## config.mk

```make
export PLATFORM = sky130hd
export DESIGN_NAME = cpu_control_unit
export DESIGN_NICKNAME = d
export VERILOG_FILES = /design/src/rtl/cpu_pkg.sv /design/src/rtl/cpu_alu.sv /design/src/rtl/cpu_control_unit.sv
export SDC_FILE = /design/constraint.sdc
export NUM_CORES = 1
export LEC_CHECK = 0
export BUFFER_PORTS_ARGS = -buffer_cell sky130_fd_sc_hd__buf_2
export CAP_MARGIN = 20
export CORE_MARGIN = 2
export CORE_UTILIZATION = 56
export DETAILED_ROUTE_END_ITERATION = 7
export PLACE_DENSITY = 0.87
export SLEW_MARGIN = 20
export SYNTH_ARGS = -nofsm -noshare
export SYNTH_HDL_FRONTEND = slang
export SYNTH_SLANG_ARGS = --single-unit
```

## constraint.sdc

```tcl
create_clock -name clk -period 3.1 [get_ports clk]
set_clock_uncertainty 0.2 [all_clocks]
set_input_delay 0.93 -clock clk [delete_from_list [all_inputs] [get_ports clk]]
set_output_delay 0.93 -clock clk [all_outputs]
set_load 0.05 [all_outputs]
```

## src/rtl/cpu_pkg.sv

```systemverilog
// rtl/cpu_pkg.sv - shared constants, opcodes, states and instruction fields for the accumulator CPU
// Contents: default widths, opcode encodings, sequencer state enumeration,
//           instruction field positions.
package cpu_pkg;

    localparam int DEF_DATA_W = 16;
    localparam int DEF_ADDR_W = 6;

    localparam logic [1:0] OP_NOR = 2'b00;
    localparam logic [1:0] OP_ADD = 2'b01;
    localparam logic [1:0] OP_STA = 2'b10;
    localparam logic [1:0] OP_JCC = 2'b11;

    // Instruction layout: [15:14] opcode, [13:6] ignored, [5:0] operand address
    localparam int OPC_HI  = 15;
    localparam int OPC_LO  = 14;
    localparam int ADDR_LO = 0;

    typedef enum logic [2:0] {
        ST_IDLE,
        ST_FETCH,
        ST_IRLD,
        ST_DECODE,
        ST_MEM_RD,
        ST_EXEC,
        ST_STORE,
        ST_HALT
    } state_e;

endpackage

```

## src/rtl/cpu_alu.sv

```systemverilog
// rtl/cpu_alu.sv - combinational ALU for NOR and ADD
// Ports: op (opcode), acc, operand -> result, carry_out (ADD carry, 0 for NOR)
module cpu_alu
    import cpu_pkg::*;
#(
    parameter int DATA_W = DEF_DATA_W
) (
    input  logic [1:0]        op,
    input  logic [DATA_W-1:0] acc,
    input  logic [DATA_W-1:0] operand,
    output logic [DATA_W-1:0] result,
    output logic              carry_out
);

    logic [DATA_W:0] sum;

    assign sum = {1'b0, acc} + {1'b0, operand};

    always_comb begin
        result    = sum[DATA_W-1:0];
        carry_out = sum[DATA_W];
        if (op == OP_NOR) begin
            result    = ~(acc | operand);
            carry_out = 1'b0;
        end
    end

endmodule

```

## src/rtl/cpu_control_unit.sv

```systemverilog
// rtl/cpu_control_unit.sv - fetch/decode/execute sequencer driving the program/data RAM
// Ports: clk, rst (async active-high), ce (global enable), ram_data_out (registered RAM read data)
//        -> ram_add, ram_data_in, ram_r_w, ram_enable, ram_ce, acc, pc, carry, halted
module cpu_control_unit
    import cpu_pkg::*;
#(
    parameter int                DATA_W   = DEF_DATA_W,
    parameter int                ADDR_W   = DEF_ADDR_W,
    parameter logic [ADDR_W-1:0] RESET_PC = '0
) (
    input  logic              clk,
    input  logic              rst,
    input  logic              ce,
    input  logic [DATA_W-1:0] ram_data_out,
    output logic [ADDR_W-1:0] ram_add,
    output logic [DATA_W-1:0] ram_data_in,
    output logic              ram_r_w,
    output logic              ram_enable,
    output logic              ram_ce,
    output logic [DATA_W-1:0] acc,
    output logic [ADDR_W-1:0] pc,
    output logic              carry,
    output logic              halted
);

    localparam logic [ADDR_W-1:0] PC_ONE = 1;

    state_e            state_q;
    logic [ADDR_W-1:0] pc_q;
    logic [DATA_W-1:0] ir_q;
    logic [DATA_W-1:0] acc_q;
    logic              carry_q;
    logic              halted_q;

    logic [ADDR_W-1:0] pc_inc_d;
    logic [ADDR_W-1:0] pc_prev;
    logic [1:0]        ir_op;
    logic [ADDR_W-1:0] ir_addr;
    logic [DATA_W-1:0] alu_result;
    logic              alu_carry;
    logic              ir_unused;

    assign ir_op     = ir_q[OPC_HI:OPC_LO];
    assign ir_addr   = ir_q[ADDR_LO +: ADDR_W];
    assign ir_unused = ^ir_q[OPC_LO-1:ADDR_W];

    // pc is already incremented by DECODE, so the JCC's own address is pc-1
    assign pc_inc_d = pc_q + PC_ONE;
    assign pc_prev  = pc_q - PC_ONE;

    cpu_alu #(.DATA_W(DATA_W)) u_alu (
        .op        (ir_op),
        .acc       (acc_q),
        .operand   (ram_data_out),
        .result    (alu_result),
        .carry_out (alu_carry)
    );

    always_ff @(posedge clk or posedge rst) begin
        if (rst) begin
            state_q  <= ST_IDLE;
            pc_q     <= RESET_PC;
            ir_q     <= '0;
            acc_q    <= '0;
            carry_q  <= 1'b0;
            halted_q <= 1'b0;
        end else if (ce) begin
            case (state_q)
                ST_IDLE:  state_q <= ST_FETCH;
                ST_FETCH: state_q <= ST_IRLD;
                ST_IRLD: begin
                    ir_q    <= ram_data_out;
                    pc_q    <= pc_inc_d;
                    state_q <= ST_DECODE;
                end
                ST_DECODE: begin
                    case (ir_op)
                        OP_NOR, OP_ADD: state_q <= ST_MEM_RD;
                        OP_STA:         state_q <= ST_STORE;
                        default: begin
                            if (carry_q) begin
                                carry_q <= 1'b0;
                                state_q <= ST_FETCH;
                            end else begin
                                pc_q <= ir_addr;
                                if (ir_addr == pc_prev) begin
                                    state_q  <= ST_HALT;
                                    halted_q <= 1'b1;
                                end else begin
                                    state_q <= ST_FETCH;
                                end
                            end
                        end
                    endcase
                end
                ST_MEM_RD: state_q <= ST_EXEC;
                ST_EXEC: begin
                    acc_q <= alu_result;
                    if (ir_op == OP_ADD) begin
                        carry_q <= alu_carry;
                    end
                    state_q <= ST_FETCH;
                end
                ST_STORE: state_q <= ST_FETCH;
                ST_HALT:  state_q <= ST_HALT;
                default:  state_q <= ST_IDLE;
            endcase
        end
    end

    // Moore decode of the registered state; async reset of state_q drops
    // enable/r_w immediately, so a reset during STORE cannot commit a write.
    always_comb begin
        ram_add    = pc_q;
        ram_r_w    = 1'b0;
        ram_enable = 1'b0;
        case (state_q)
            ST_FETCH: ram_enable = 1'b1;
            ST_MEM_RD: begin
                ram_add    = ir_addr;
                ram_enable = 1'b1;
            end
            ST_STORE: begin
                ram_add    = ir_addr;
                ram_r_w    = 1'b1;
                ram_enable = 1'b1;
            end
            default: ;
        endcase
    end

    assign ram_data_in = acc_q;
    assign ram_ce      = ce;
    assign acc         = acc_q;
    assign pc          = pc_q;
    assign carry       = carry_q;
    assign halted      = halted_q;

endmodule
```

==> results.yml, run 1 <==
timing:
  holdWs_ps: 279
  rsz0062_at_grt: "false"
  min_period_over_period: 0.934
  drv_slew: 0
  setup_viol: 0
  hold_viol_final: 0
  tightest_slew_ps: 689
  maxSlewHeadroom: 0.529
  layout_min_cycle_time_ps: 2890
  setup_ws_ps: 205
  fmax_ghz: 0.345
finish:
  diodes: 0
  final_cells: 492
  final_util: 0.641
  seqCellArea_um2: 876
  multi_input_comb_area_um2: 1930
  fillers: 479
  drive_above_1_share: 0.255
  area_delta_synth_final_pct: 10.5
  fin_nets: 474
yosys:
  yosysSeqAreaShare: 0.274
  synthCells: 371
  async_reset_ff_frac: 1.00
  syn-cell-area_um2: 3190
  synth-main-ff-cell: "dfrtp_1"
  synth.avg_cell_area_um2: 8.61
  ys_ff_latch: 35
  synth_cell_types: 64
  yosys_warnings: 0
  synth-edff-count: 0
  synthesis.nets: 425
placement:
  portBuffers: 67
  post-place-ws_ps: -62.9
  post-dp-hpwl_um: 5180
  dp.cells: 485
  place.gp.congestion: 0.847
clock_network:
  cts.clk_slew.worst_paths_ps: 70
  cts.path.max_buffers: 2
  cts_inserted_buffers: 5
  cts_tree: "done"
  htreeDepth: 2
  cts_setup_buffers: 0
  clock_sinks: 35
  worstSkewPairLatency_ps: 290
  root_buffer: "clkbuf_8"
setup_path:
  arrival_ps: 1760
  crit_path_start_kind: "register"
  cp-end-kind: "output pin"
  crit_path_max_fanout: 10
  critical_path_class: "reg2out"
  required_ps: 1970
status:
  status: "finished clean"
worst_hold_path:
  hold_class: "reg2reg"
global_routing:
  grt_antenna_before_repair: 0
  grt_usage: 0.240
  grt_pass1_wl_um: 12200
  overflow: 0
  grt_max_degree: 36
  grt_pass1_vias: 2633
routing:
  ant_nets: 0
  first_pass_iters: 4
  drcViolationCount: 0
  num_vias: 2857
  post_drt_wl_per_cell_um: 14.3
  vias_per_cell: 5.81
  highest_layer: "met4"
  dr.first_iter.drc_count: 198
  drt_wl_total_um: 7060
  dr_wl_met3_um: 323
  met2_wirelength_um: 3520
  wl_met1_um: 3150
run:
  maxCapViolCount: 0
floorplanning:
  dieArea_um2: 6320
  die_x_um: 79.5
  ioPinCount: 68
  die-height_um: 79.5
  start_util: 0.580
  core-area_um2: 5510
  rows: 27
==> cell type report <==
| class | instances | share of cell area |
|---|---|---|
| clock buffers | 6 | 0.0234 |
| inverters | 39 | 0.0415 |
| clock inverters | 1 | 0.00142 |
| flip-flops and latches | 35 | 0.248 |
| multi-input cells | 264 | 0.548 |
| well taps | 72 | 0.0255 |
| repair buffers | 75 | 0.112 |
==> logic make-up after synthesis <==
logic type                 count (synthesis)  synth area share
DFF                                       35             0.274
adders and majority gates                 35             0.139
and+or+nand+nor                           96             0.156
AOI/OAI and AO/OA                        101             0.212
xor gates and xnor gates                  17            0.0466
buffers and inverters                     72             0.121
muxes                                     15            0.0509
==> sequential cells by signal, indices dropped and copies added, names as in the netlist <==
signal and flops:
ir_q 8, acc 16, state_q 3, pc 6, halted 1, carry 1
==> routing by layer <==
| layer | GRT usage | vias up |
|---|---|---|
| met2 | 0.406 | 82 |
| met1 | 0.322 | 1375 |
| met3 | 0.0373 | 9 |
| met4 | 0.0603 | 0 |
| li1 | - | 1391 |
| met5 | 0 | - |
==> through the flow <==
stage | setup TNS (ps) | cell area, µm²
after floorplan | 0 | 3190
after global placement | -26.6 | 3440
after detailed placement | -105 | 3440
after CTS | 0 | 3530
after global routing | 0 | 3530
final | 0 | 3530
==> cell usage after synthesis (all sizes together) (7+ instances only) <==
library cell,instances,area (µm²)
nand3,10,50.1
inv,39,146
xnor2,8,70.1
and3,8,51.3
a21oi,27,135
mux2,10,113
o221ai,7,67.6
dfrtp,35,876
nor2,25,109
ha,34,425
o21ai,27,135
clkbuf,8,40.0
buf,25,199
xor2,9,78.8
nand2,25,93.8
==> cells in the final DEF (no fill, tap or decap), types with 3 or more instances in the layout <==
| cell | netlist | layout |
|---|---|---|
| nand4_1 | 3 | 3 |
| nand2b_1 | 4 | 4 |
| nand2_1 | 25 | 24 |
| buf_2 | 3 | 67 |
| o21ai_0 | 26 | 26 |
| xnor2_1 | 8 | 8 |
| nor2_2 | 3 | 3 |
| a21o_1 | 5 | 5 |
| and3_1 | 7 | 7 |
| a21oi_1 | 27 | 27 |
| a31oi_1 | 4 | 4 |
| buf_4 | 17 | 8 |
| nor3_1 | 3 | 3 |
| a211oi_1 | 5 | 5 |
| clkbuf_8 | 1 | 6 |
| o22a_1 | 4 | 4 |
| ha_1 | 34 | 34 |
| inv_1 | 39 | 39 |
| mux2_2 | 10 | 10 |
| o221ai_1 | 6 | 6 |
| nand3_1 | 10 | 10 |
| nor2_1 | 21 | 21 |
| xor2_1 | 9 | 9 |
| dfrtp_1 | 35 | 35 |
| o211ai_1 | 3 | 3 |
| mux2i_1 | 5 | 5 |
==> final timing paths <==
path                             from    endpoint  slack, ps  cells past startpoint
max reg2reg                    acc[0]     acc[14]        550                      8
min                            halted      halted        280                      1
min reg2reg                    halted      halted        280                      1
min in group asynchronous         rst     acc[15]        550                      3
max                        state_q[0]  ram_add[5]        210                      4
max in group asynchronous         rst      acc[0]       1830                      3
==> critical path, cell delays in order (launching register included) <==
cell and delay [ps]:
dfrtp_1 510, inv_1 180, nand2_2 220, mux2_2 360, buf_2 210
==> repair_timing <==
action                                  CTS  global route
hold buffers                              0             0
endpoints found under the setup margin    0             4
gates resized for setup                   0             1
Power of run 1 is left out: the tool's default activity adds up to more than one toggle a clock period on the data nets, which glitch-free logic cannot reach.
==> run 2: changes to the inputs <==
Settings changed: BUFFER_PORTS_ARGS -buffer_cell sky130_fd_sc_hd__buf_2 to unset, CELL_PAD_IN_SITES_DETAIL_PLACEMENT set to 1, CELL_PAD_IN_SITES_GLOBAL_PLACEMENT set to 2, CORE_UTILIZATION 56 to 38, DONT_BUFFER_PORTS set to 1, PLACE_DENSITY 0.87 to 0.85.
==> results.yml, run 2 (synthesized netlist as in run 1, its figures left out) <==
routing:
  vias_per_cell: 5.48
  drcViolationCount: 0
  drt_wl_total_um: 7950
  post_drt_wl_per_cell_um: 16.4
  dr.first_iter.drc_count: 50
  first_pass_iters: 4
  num_vias: 2659
  ant_nets: 0
finish:
  area_delta_synth_final_pct: 8.15
  largest_register_ffs: 16
  final_common_cell: "inv_1"
  drive_above_1_share: 0.174
  fillers: 989
  diodes: 0
  fin_nets: 433
  mostFrequentLayoutCells: "inv_1 (39), dfrtp_1 (35), ha_1 (34), buf_4 (34), a21oi_1 (27)"
  stdcell_area_um2: 3450
timing:
  drv_slew: 0
  tightest_slew_ps: 739
  min_period_over_period: 0.907
  setup_tns_ps: 0
  fmax_ghz: 0.356
  setup_viol: 0
  maxSlewHeadroom: 0.495
  hold_viol_final: 0
  layout_min_cycle_time_ps: 2810
  rsz0062_at_grt: "false"
  setup_ws_ps: 287
status:
  status: "finished clean"
setup_path:
  critPathTopFamily: "flip-flops"
  required_ps: 1970
  r2r_slack_ps: 550
  r2r_end: "acc[14]"
  reg2regPathDepth: 8
  r2r-start: "acc[0]"
  endpoint: "ram_add[0]"
  crit_path_max_fanout: 10
  crit_path_start_kind: "register"
  crit_buf_inv: 0
  path_cells: "nand2_1 -> mux2_2"
  worst_path_max_delay_cell: "dfrtp_1"
  critPathLaunch: "state_q[2]"
  cp-end-kind: "output pin"
  cp.depth: 2
  critical_path_class: "reg2out"
  arrival_ps: 1680
  cp_slowest_stage_delay_ps: 570
global_routing:
  grt_pass1_vias: 2758
  grt_usage: 0.181
  overflow: 0
  grt_antenna_before_repair: 0
  grt_max_degree: 36
  grt_pass1_wl_um: 13000
worst_hold_path:
  min_from: "pc[1]"
  hold_depth: 2
  hold_class: "reg2reg"
clock_network:
  htreeDepth: 2
  worstSkewPairLatency_ps: 290
  cts.path.max_buffers: 2
  clock_sinks: 35
  post_cts_resized: 0
  cts_setup_buffers: 0
  holdBufCountCts: 0
  root_buffer: "clkbuf_8"
  cts_inserted_buffers: 5
  cts_tree: "done"
  cts.clk_slew.worst_paths_ps: 90
placement:
  portBuffers: 0
  post-place-ws_ps: 12.7
  post-dp-hpwl_um: 6020
  place.gp.congestion: 0.795
  dpl_cell_area_um2: 3340
floorplanning:
  die-height_um: 95.7
  ioPinCount: 68
  dieArea_um2: 9150
  rows: 33
  die_x_um: 95.7
  start_util: 0.391
  core-area_um2: 8180
run:
  maxCapViolCount: 0
-- run 2: worst min-delay path: cells and delay by family, from the launching register on --
family,cells,cell delay (ps)
simple gates,1,50
compound gates,1,70
flops,1,350
-- run 2: how the worst min path moves through the flow --
stage | endpoint | slack [ps]
6_report | pc[1] | 300
5_1_grt | pc[1] | 340
4_1_cts | pc[1] | 300
3_5_place_dp | pc[1] | 280
3_3_place_gp | pc[1] | 260
2_1_floorplan | ir_q[1] | 340
-- run 2: cell type report --
type / instances / area, µm² / share of cell area
Sequential cell: 35 / 876 / 0.254
Multi-Input combinational cell: 264 / 1930 / 0.559
Inverter: 39 / 146 / 0.0424
Timing Repair Buffer: 34 / 255 / 0.0739
Clock buffer: 5 / 68.8 / 0.0199
Tap cell: 105 / 131 / 0.0380
Clock inverter: 3 / 43.8 / 0.0127
-- run 2: per-layer routing --
layer / global-route usage / share of wire / up-vias / wire length (µm)
met4: 0.0393 / 0.0091 / 0 / 72
met2: 0.322 / 0.50 / 51 / 3950
met3: 0.0419 / 0.053 / 6 / 421
li1: - / - / 1300 / -
met1: 0.221 / 0.44 / 1302 / 3500
met5: 0 / 0 / - / 0
-- run 2: per-stage QoR --
stage               hold WS (ps)  utilization  std cells
floorplan                    341            -        371
global placement             264        0.409        477
detailed placement           284        0.409        477
CTS                          302        0.422        485
global route                 343        0.422        485
finish                       299        0.422        485
Power of run 2 is left out for the same reason.
==> run 3: changes to the inputs <==
--- a/constraint.sdc
+++ b/constraint.sdc
@@ -4,2 +4,2 @@
 set_output_delay 0.93 -clock clk [all_outputs]
-set_load 0.05 [all_outputs]
+set_load 0.01 [all_outputs]
==> results.yml, run 3 (synthesized netlist as in run 1, its figures left out) <==
floorplanning:
  die_x_um: 95.7
  dieArea_um2: 9150
  ioPinCount: 68
  rows: 33
  start_util: 0.391
  core-area_um2: 8180
  die-height_um: 95.7
timing:
  drv_slew: 0
  setup_viol: 0
  setup_tns_ps: 0
  layout_min_cycle_time_ps: 2790
  tightest_slew_ps: 705
  hold_viol_final: 0
  maxSlewHeadroom: 0.518
  setup_ws_ps: 313
  min_period_over_period: 0.899
  rsz0062_at_grt: "false"
  fmax_ghz: 0.359
clock_network:
  post_cts_resized: 0
  cts_setup_buffers: 0
  clock_sinks: 35
  cts_inserted_buffers: 5
  htreeDepth: 2
  cts.path.max_buffers: 2
  cts_tree: "done"
  worstSkewPairLatency_ps: 290
  root_buffer: "clkbuf_8"
  holdBufCountCts: 0
  cts.clk_slew.worst_paths_ps: 80
routing:
  drcViolationCount: 0
  drt_wl_total_um: 7980
  ant_nets: 0
  post_drt_wl_per_cell_um: 17.4
  num_vias: 2569
  dr.first_iter.drc_count: 56
  vias_per_cell: 5.60
  first_pass_iters: 4
power:
  power_density_nw_per_um2: 1050
  vdd_ir_drop_max_mv: 0.320
  p_leak_nw: 1.53
  p_total_mw: 3.43
setup_path:
  required_ps: 3070
  crit_path_start_kind: "input pin"
  crit_path_max_fanout: 4
  cp-end-kind: "register"
  endpoint: "acc[14]"
  reg2regPathDepth: 8
  critPathLaunch: "ram_data_out[0]"
  r2r_end: "acc[14]"
  r2r-start: "acc[0]"
  arrival_ps: 2760
  critical_path_class: "in2reg"
  r2r_slack_ps: 420
finish:
  stdcell_area_um2: 3260
  diodes: 0
  drive_above_1_share: 0.113
  final_cells: 459
  fin_nets: 407
  mostFrequentLayoutCells: "inv_1 (39), dfrtp_1 (35), ha_1 (34)"
  area_delta_synth_final_pct: 2.19
  final_common_cell: "inv_1"
  largest_register_ffs: 16
placement:
  post-dp-hpwl_um: 5910
  dpl_cell_area_um2: 3150
  post-place-ws_ps: 1.73
  place.gp.congestion: 0.801
  portBuffers: 0
  dp.cells: 451
status:
  status: "finished clean"
global_routing:
  grt_max_degree: 36
  grt_antenna_before_repair: 0
  grt_pass1_vias: 2665
  grt_pass1_wl_um: 13100
  grt_usage: 0.182
  overflow: 0
run:
  maxCapViolCount: 0
worst_hold_path:
  hold_class: "reg2reg"
[run 3: cell types whose count changed in the layout (fill, tap and decap cells not counted), sizes merged]
cell,before,now
clkbuf,5,6
clkinv,2,1
buf,34,8
[run 3: area by class of cell]
cell class / instances / area, µm²
multi-input combinational: 264 / 1930
inverter: 39 / 146
tap: 105 / 131
fill: 960 / 4910
clock buffer: 6 / 82.6
sequential: 35 / 876
clock inverter: 2 / 35.0
timing repair buffer: 8 / 60.1
[run 3: power breakdown]
group	internal (mW)	switching, mW	total (mW)	leakage [nW]
logic	0.800	1.05	1.85	1.05
clock network	0.261	0.183	0.443	0.0612
registers	0.663	0.472	1.14	0.427
[run 3: worst min-delay path by stage]
stage	from	end	slack [ps]	depth (start not counted)
final	halted	halted	350	1
after global routing	halted	halted	390	1
after CTS	halted	halted	360	1
after detailed placement	halted	halted	340	1
after global placement	halted	halted	330	1
after floorplan	halted	halted	300	1
[run 3: critical path, cell delays in order]
cell and delay, ps:
ha_1 210, fa_1 400, a21o_1 200, a221oi_2 360, a22oi_1 190, nand2_1 180, mux2i_1 200, nand3_1 80
[run 3: per-layer routing]
layer  wire length [µm]  vias up  track usage
met5                  0        -            0
met4                 48        0       0.0333
met3                313        4       0.0379
met2               3830       43        0.303
met1               3780     1278        0.245
li1                   -     1244            -
[run 3: stage by stage]
stage / util / hold WS [ps]
3_3_place_gp: 0.385 / 333
3_5_place_dp: 0.385 / 343
6_report: 0.399 / 355
2_1_floorplan: - / 303
5_1_grt: 0.399 / 388
4_1_cts: 0.399 / 362
Note: power is estimated with default switching activity, not from simulation.
